### src/rtl/branch_next_pc_if.sv
`default_nettype none
// ============================================================================
// Module  : branch_next_pc_if
// Brief   : Fetch, ID-resolution and fault signals for branch_next_pc.
// Revision: 1.0
// ============================================================================
interface branch_next_pc_if;
  logic        fetch_ready;
  logic        fetch_valid;
  logic [31:0] fetch_pc;
  logic        stall;
  logic        id_valid;
  logic [31:0] id_pc;
  logic        jal;
  logic        branch;
  logic [2:0]  funct3;
  logic [31:0] rs1_val;
  logic [31:0] rs2_val;
  logic [31:0] imm_in;
  logic        flush_id;
  logic        misalign_fault;
  logic [31:0] fault_pc;
  logic        fault_clear;

  modport master (
    input  fetch_ready, stall, id_valid, id_pc, jal, branch, funct3,
           rs1_val, rs2_val, imm_in, fault_clear,
    output fetch_valid, fetch_pc, flush_id, misalign_fault, fault_pc
  );

  modport slave (
    output fetch_ready, stall, id_valid, id_pc, jal, branch, funct3,
           rs1_val, rs2_val, imm_in, fault_clear,
    input  fetch_valid, fetch_pc, flush_id, misalign_fault, fault_pc
  );
endinterface
`default_nettype wire

### src/rtl/branch_next_pc.sv
`default_nettype none
// ============================================================================
// Module  : branch_next_pc
// Brief   : Fetch-PC sequencer with ID-stage branch/JAL resolution,
//           backpressured redirect and misaligned-target trap.
// Revision: 1.0
// ============================================================================
module branch_next_pc #(
  parameter logic [31:0] RESET_PC = 32'h0000_0000
) (
  input  wire logic      clk,
  input  wire logic      rst_n,
  branch_next_pc_if.master bus
);

  typedef enum logic [1:0] {
    ST_RUN   = 2'd0,
    ST_PEND  = 2'd1,
    ST_FAULT = 2'd2
  } state_t;

  state_t      state_q;
  logic [31:0] fetch_pc_q;
  logic [31:0] redirect_pc_q;
  logic [31:0] fault_pc_q;

  logic        w_cond;
  logic        w_take;
  logic [31:0] w_target;
  logic        w_misaligned;
  logic        w_fetch_valid;

  always_comb begin
    w_cond = 1'b0;
    unique case (bus.funct3)
      3'b000:  w_cond = (bus.rs1_val == bus.rs2_val);
      3'b001:  w_cond = (bus.rs1_val != bus.rs2_val);
      3'b100:  w_cond = ($signed(bus.rs1_val) <  $signed(bus.rs2_val));
      3'b101:  w_cond = ($signed(bus.rs1_val) >= $signed(bus.rs2_val));
      3'b110:  w_cond = (bus.rs1_val <  bus.rs2_val);
      3'b111:  w_cond = (bus.rs1_val >= bus.rs2_val);
      default: w_cond = 1'b0;
    endcase
  end

  assign w_target     = bus.id_pc + bus.imm_in;
  assign w_misaligned = (w_target[1:0] != 2'b00);
  assign w_take       = (state_q == ST_RUN) && bus.id_valid && !bus.stall &&
                        (bus.jal || (bus.branch && w_cond));

  always_comb begin
    w_fetch_valid = 1'b0;
    case (state_q)
      ST_RUN:  w_fetch_valid = !bus.stall;
      ST_PEND: w_fetch_valid = 1'b1;  // in-flight request must complete
      default: w_fetch_valid = 1'b0;
    endcase
  end

  assign bus.fetch_valid    = w_fetch_valid;
  assign bus.flush_id       = (state_q == ST_RUN) ? w_take : 1'b1;
  assign bus.misalign_fault = (state_q == ST_FAULT);
  assign bus.fetch_pc       = fetch_pc_q;
  assign bus.fault_pc       = fault_pc_q;

  always_ff @(posedge clk or negedge rst_n) begin
    if (!rst_n) begin
      state_q       <= ST_RUN;
      fetch_pc_q    <= RESET_PC;
      redirect_pc_q <= 32'd0;
      fault_pc_q    <= 32'd0;
    end else begin
      case (state_q)
        ST_RUN: begin
          if (w_take) begin
            if (w_misaligned) begin
              fault_pc_q <= bus.id_pc;
              state_q    <= ST_FAULT;
            end else if (bus.fetch_ready) begin
              fetch_pc_q <= w_target;
            end else begin
              redirect_pc_q <= w_target;
              state_q       <= ST_PEND;
            end
          end else if (w_fetch_valid && bus.fetch_ready) begin
            fetch_pc_q <= fetch_pc_q + 32'd4;
          end
        end
        ST_PEND: begin
          if (bus.fetch_ready) begin
            fetch_pc_q <= redirect_pc_q;
            state_q    <= ST_RUN;
          end
        end
        ST_FAULT: begin
          if (bus.fault_clear) begin
            fetch_pc_q <= fault_pc_q + 32'd4;
            state_q    <= ST_RUN;
          end
        end
        default: state_q <= ST_RUN;
      endcase
    end
  end

endmodule
`default_nettype wire

### src/flat_wrapper.sv
// flat-port wrapper written by rule: the top's interface ports become plain ports
module branch_next_pc_flat 
#(
  parameter logic [31:0] RESET_PC = 32'h0000_0000
)
  (clk, rst_n, bus_fetch_ready, bus_stall, bus_id_valid, bus_id_pc, bus_jal, bus_branch, bus_funct3, bus_rs1_val, bus_rs2_val, bus_imm_in, bus_fault_clear, bus_fetch_valid, bus_fetch_pc, bus_flush_id, bus_misalign_fault, bus_fault_pc);
  branch_next_pc_if bus_i ();
  input  wire logic clk;
  input  wire logic rst_n;
  input wire logic [$bits(bus_i.fetch_ready)-1:0] bus_fetch_ready;
  input wire logic [$bits(bus_i.stall)-1:0] bus_stall;
  input wire logic [$bits(bus_i.id_valid)-1:0] bus_id_valid;
  input wire logic [$bits(bus_i.id_pc)-1:0] bus_id_pc;
  input wire logic [$bits(bus_i.jal)-1:0] bus_jal;
  input wire logic [$bits(bus_i.branch)-1:0] bus_branch;
  input wire logic [$bits(bus_i.funct3)-1:0] bus_funct3;
  input wire logic [$bits(bus_i.rs1_val)-1:0] bus_rs1_val;
  input wire logic [$bits(bus_i.rs2_val)-1:0] bus_rs2_val;
  input wire logic [$bits(bus_i.imm_in)-1:0] bus_imm_in;
  input wire logic [$bits(bus_i.fault_clear)-1:0] bus_fault_clear;
  output wire logic [$bits(bus_i.fetch_valid)-1:0] bus_fetch_valid;
  output wire logic [$bits(bus_i.fetch_pc)-1:0] bus_fetch_pc;
  output wire logic [$bits(bus_i.flush_id)-1:0] bus_flush_id;
  output wire logic [$bits(bus_i.misalign_fault)-1:0] bus_misalign_fault;
  output wire logic [$bits(bus_i.fault_pc)-1:0] bus_fault_pc;
  assign bus_i.fetch_ready = bus_fetch_ready;
  assign bus_i.stall = bus_stall;
  assign bus_i.id_valid = bus_id_valid;
  assign bus_i.id_pc = bus_id_pc;
  assign bus_i.jal = bus_jal;
  assign bus_i.branch = bus_branch;
  assign bus_i.funct3 = bus_funct3;
  assign bus_i.rs1_val = bus_rs1_val;
  assign bus_i.rs2_val = bus_rs2_val;
  assign bus_i.imm_in = bus_imm_in;
  assign bus_i.fault_clear = bus_fault_clear;
  assign bus_fetch_valid = bus_i.fetch_valid;
  assign bus_fetch_pc = bus_i.fetch_pc;
  assign bus_flush_id = bus_i.flush_id;
  assign bus_misalign_fault = bus_i.misalign_fault;
  assign bus_fault_pc = bus_i.fault_pc;
  branch_next_pc #(.RESET_PC(RESET_PC)) u_core (.clk(clk), .rst_n(rst_n), .bus(bus_i));
endmodule
### config.mk
export PLATFORM = sky130hd
export DESIGN_NAME = branch_next_pc_flat
export DESIGN_NICKNAME = d
export VERILOG_FILES = /design/src/rtl/branch_next_pc_if.sv /design/src/rtl/branch_next_pc.sv /design/src/flat_wrapper.sv
export SDC_FILE = /design/constraint.sdc
export NUM_CORES = 1
export LEC_CHECK = 0
export CAP_MARGIN = 20
export CORE_MARGIN = 2
export CORE_UTILIZATION = 35
export DETAILED_ROUTE_END_ITERATION = 10
export SYNTH_ARGS = -nofsm -noshare
export SYNTH_HDL_FRONTEND = slang
export SYNTH_SLANG_ARGS = --single-unit
### constraint.sdc
create_clock -name clk -period 13.8 [get_ports clk]
set_clock_uncertainty 0.2 [all_clocks]
set_input_delay 4.14 -clock clk [delete_from_list [all_inputs] [get_ports clk]]
set_output_delay 4.14 -clock clk [all_outputs]
set_load 0.005 [all_outputs]
==> run_results.csv <==
group,metric,value,unit
logic_synthesis,syn_area,8388,um2
floorplanning,rows,56,
power,switching_share,39.03,%
sta,rsz0062_at_grt,"no",
critical_path,cp.arrival,7.44,ns
power,peakVddDrop,0.07717,mV
finish,antenna_cells,0,
global_route,antenna_found_initial,0,
placement,numPortBuffers,205,
power,leakagePower,4.899,nW
power,p_comb_share,52.1,%
logic_synthesis,synth_edf_count,0,
outcome,status,"complete, no violations",
placement,place.detailed.hpwl,19.15,mm
floorplanning,die_w,158.8,um
clock_tree,ctsResizeCount,0,
floorplanning,die_h,158.8,um
route,dr.max_layer_used,"met4",
power,p_int,0.001135,W
global_route,grt_pass1_wl,40.30,mm
power,p_sw,0.0007267,W
logic_synthesis,synth_seq_cells,98,
sta,fin_crit,11.78,ns
clock_tree,cts_max_path_buffers,2,
route,totalWireLength,25.26,mm
critical_path,timing_worst_setup_path_type,"input port to output pin",
floorplanning,die-area,25220,um2
clock_tree,cts_htree_levels,3,
critical_path,critPathCaptureType,"output pin",
finish,drive_gt1_share,9.716,%
logic_synthesis,synth_top_family_by_area,"compound AO/OA/AOI/OAI gates",
logic_synthesis,synth_compound_area_share,19.32,%
sta,finalSetupTns,0,ns
finish,fin_cells,1410,
placement,placed_cell_area,10680,um2
logic_synthesis,synthArstFlopShare,100.0,%
placement,place.gp.congestion,0.8363,
sta,post-route-period-util,85.39,%
floorplanning,initial_core_util,35.74,%
route,drc,0,
global_route,grt_max_degree,57,
logic_synthesis,synth_xor_area_share,8.771,%
clock_tree,clk_latency,0.36,ns
finish,fin_nets,1295,
clock_tree,hold_buffers,0,
clock_tree,cts-root-buf,"clkbuf_16",
sta,max_clock_freq,84.86,MHz
logic_synthesis,synth.distinct_cells,72,
critical_path,cp-start-kind,"input port",
route,drt_iter0_drc,353,
floorplanning,io-pin-count,206,
sta,worst_pin_slew,0.8445,ns
route,wl_met3,1.143,mm
route,wl_met1,11.78,mm
power,pwr-share-clk,16.5,%
critical_path,cp_data_required_time,9.46,ns
logic_synthesis,syn_nets,1109,
clock_tree,cts_buffers,9,
logic_synthesis,avgSynthCellArea,9.320,um2
logic_synthesis,synth_cells,900,
route,route.met2.wl,11.93,mm
floorplanning,core-area,23470,um2
flow_run,maxCapViolations,0,
finish,syn_to_final_growth,31.50,%
finish,post-route-util,46.99,%
route,avgViaCountPerCell,5.304,
route,vias,7479,
power,seqPwrFrac,31.4,%
clock_tree,cts.sinks,98,
sta,relSlewSlack,43.48,%
clock_tree,tritoncts,"built",
logic_synthesis,synthSimpleGateAreaFrac,15.77,%
finish,mostFrequentLayoutCells,"204 x clkdlybuf4s50_1, 102 x nand2_1, 98 x dfrtp_1",
global_route,grt_pass1_vias,7453,
sta,final-setup-viol-count,0,
route,antenna_left,0,
power,cellPowerDensity,168.8,nW/um2
clock_tree,clk_pin_slew,0.07,ns
critical_path,cp_max_fo,31,
logic_synthesis,ys_warn_count,0,
logic_synthesis,synthFlopType,"dfrtp_1",
logic_synthesis,synthMuxAreaShare,11.59,%
worst_hold_path,hold_class,"flop to flop",
sta,timing.final.hold_violations,0,
global_route,grt-ovfl-total,0,
finish,postLayoutCellArea,11030,um2
logic_synthesis,synth-adder-area-share,10.53,%
route,wl_per_cell,17.91,um
clock_tree,cts_setup_buffers,0,
sta,slew_violations,0,
route,first_pass_iters,5,
logic_synthesis,ys_seq_area_share,29.24,%
global_route,grtUsageTotal,19.84,%
finish,final_common_cell,"clkdlybuf4s50_1",
placement,place_inst,1394,
## layout make-up
class | instances | area [um2]
fill | 2275 | 12440
multi-input combinational | 719 | 5543
sequential | 98 | 2452
timing repair buffer | 214 | 2117
tap | 319 | 399.1
clock buffer | 12 | 256.5
inverter | 44 | 165.2
clock inverter | 4 | 97.59
## registers in the layout, indices dropped and copies added, names as in the netlist
register / flops
u_core.bus.fault_pc: 32
u_core.bus.fetch_pc: 32
u_core.redirect_pc_q: 32
u_core.state_q: 2
## per-stage QoR
stage / power, W / setup WS (ns) / hold slack [ns]
4_1_cts: 0.001878 / 1.978 / 0.2880
2_1_floorplan: 0.001156 / 3.138 / 0.2501
6_report: 0.001862 / 2.016 / 0.2808
5_1_grt: 0.001993 / 1.711 / 0.3115
3_5_place_dp: 0.001564 / 1.975 / 0.2712
3_3_place_gp: 0.001551 / 2.060 / 0.2668
## critical path, cell delays in order
cell             delay, ns
clkdlybuf4s50_1       0.46
inv_1                 0.04
ha_1                  0.30
nand4_1               0.20
nor4_4                0.42
nand2_2               0.11
xnor2_1               0.15
a211oi_1              0.31
mux2i_1               0.18
o21ai_2               0.14
buf_4                 0.40
nand2_1               0.12
clkdlybuf4s50_1       0.47
## cells by family after synthesis
logic type | count (synthesis)
multiplexers | 75
buffers and inverters | 83
adder cells (fa/ha/maj) | 70
XOR/XNOR | 84
AND/OR/NAND/NOR | 266
AO/OA/AOI/OAI | 224
flip-flops | 98
## per-layer routing
metal | track usage [%] | vias to the layer above
met4 | 4.212 | 0
li1 | - | 3681
met3 | 4.519 | 28
met5 | 0 | -
met2 | 32.97 | 151
met1 | 26.34 | 3619
## power by group through the flow
stage / Combinational, W / Sequential [W] / Clock, W
4_1_cts: 0.000979 / 0.000585 / 0.000314
6_report: 0.000970 / 0.000585 / 0.000306
5_1_grt: 0.00106 / 0.000608 / 0.000324
3_5_place_dp: 0.000975 / 0.000589 / 0
2_1_floorplan: 0.000604 / 0.000552 / 0
3_3_place_gp: 0.000964 / 0.000587 / 0
## path summary, 6_finish.rpt
path | start | end | cells after the start | slack (ns)
min in group asynchronous | rst_n | u_core.bus.fault_pc[18] | 1 | 3.61
worst min register to register | u_core.redirect_pc_q[2] | u_core.redirect_pc_q[2] | 2 | 0.28
worst min-delay path | u_core.redirect_pc_q[2] | u_core.redirect_pc_q[2] | 2 | 0.28
max in group asynchronous | rst_n | u_core.bus.fault_pc[2] | 2 | 8.60
worst max register to register | u_core.state_q[0] | u_core.redirect_pc_q[14] | 8 | 10.18
worst max-delay path | bus_rs2_val[11] | bus_flush_id | 13 | 2.02
## synth_stat cells (4+ instances only)
| cell | n | share of area, % |
|---|---|---|
| nand2_1 | 102 | 4.6 |
| dfrtp_1 | 98 | 29 |
| ha_1 | 69 | 10 |
| o21ai_0 | 57 | 3.4 |
| xnor2_1 | 53 | 5.5 |
| inv_1 | 44 | 2.0 |
| a21oi_1 | 41 | 2.4 |
| mux2_4 | 38 | 6.8 |
| nor2_1 | 38 | 1.7 |
| nand3_1 | 34 | 2.0 |
| xor2_1 | 31 | 3.2 |
| nor3_1 | 25 | 1.5 |
| clkbuf_1 | 23 | 1.0 |
| and3_1 | 19 | 1.4 |
| mux2_2 | 17 | 2.3 |
| a21o_1 | 16 | 1.4 |
| nand4_1 | 16 | 1.2 |
| a221o_1 | 15 | 1.8 |
| a221oi_1 | 14 | 1.5 |
| mux2i_1 | 12 | 1.4 |
| o41ai_2 | 9 | 1.7 |
| buf_6 | 8 | 1.1 |
| mux2_1 | 8 | 1.1 |
| a211oi_1 | 7 | 0.63 |
| a31oi_1 | 6 | 0.45 |
| nor2b_1 | 6 | 0.45 |
| o211ai_1 | 6 | 0.54 |
| o31ai_1 | 5 | 0.45 |
| a22oi_1 | 4 | 0.36 |
| and4_1 | 4 | 0.42 |
| buf_4 | 4 | 0.36 |
| o21ai_1 | 4 | 0.24 |
| o21bai_1 | 4 | 0.36 |
Power figures use the tool's default switching activity.
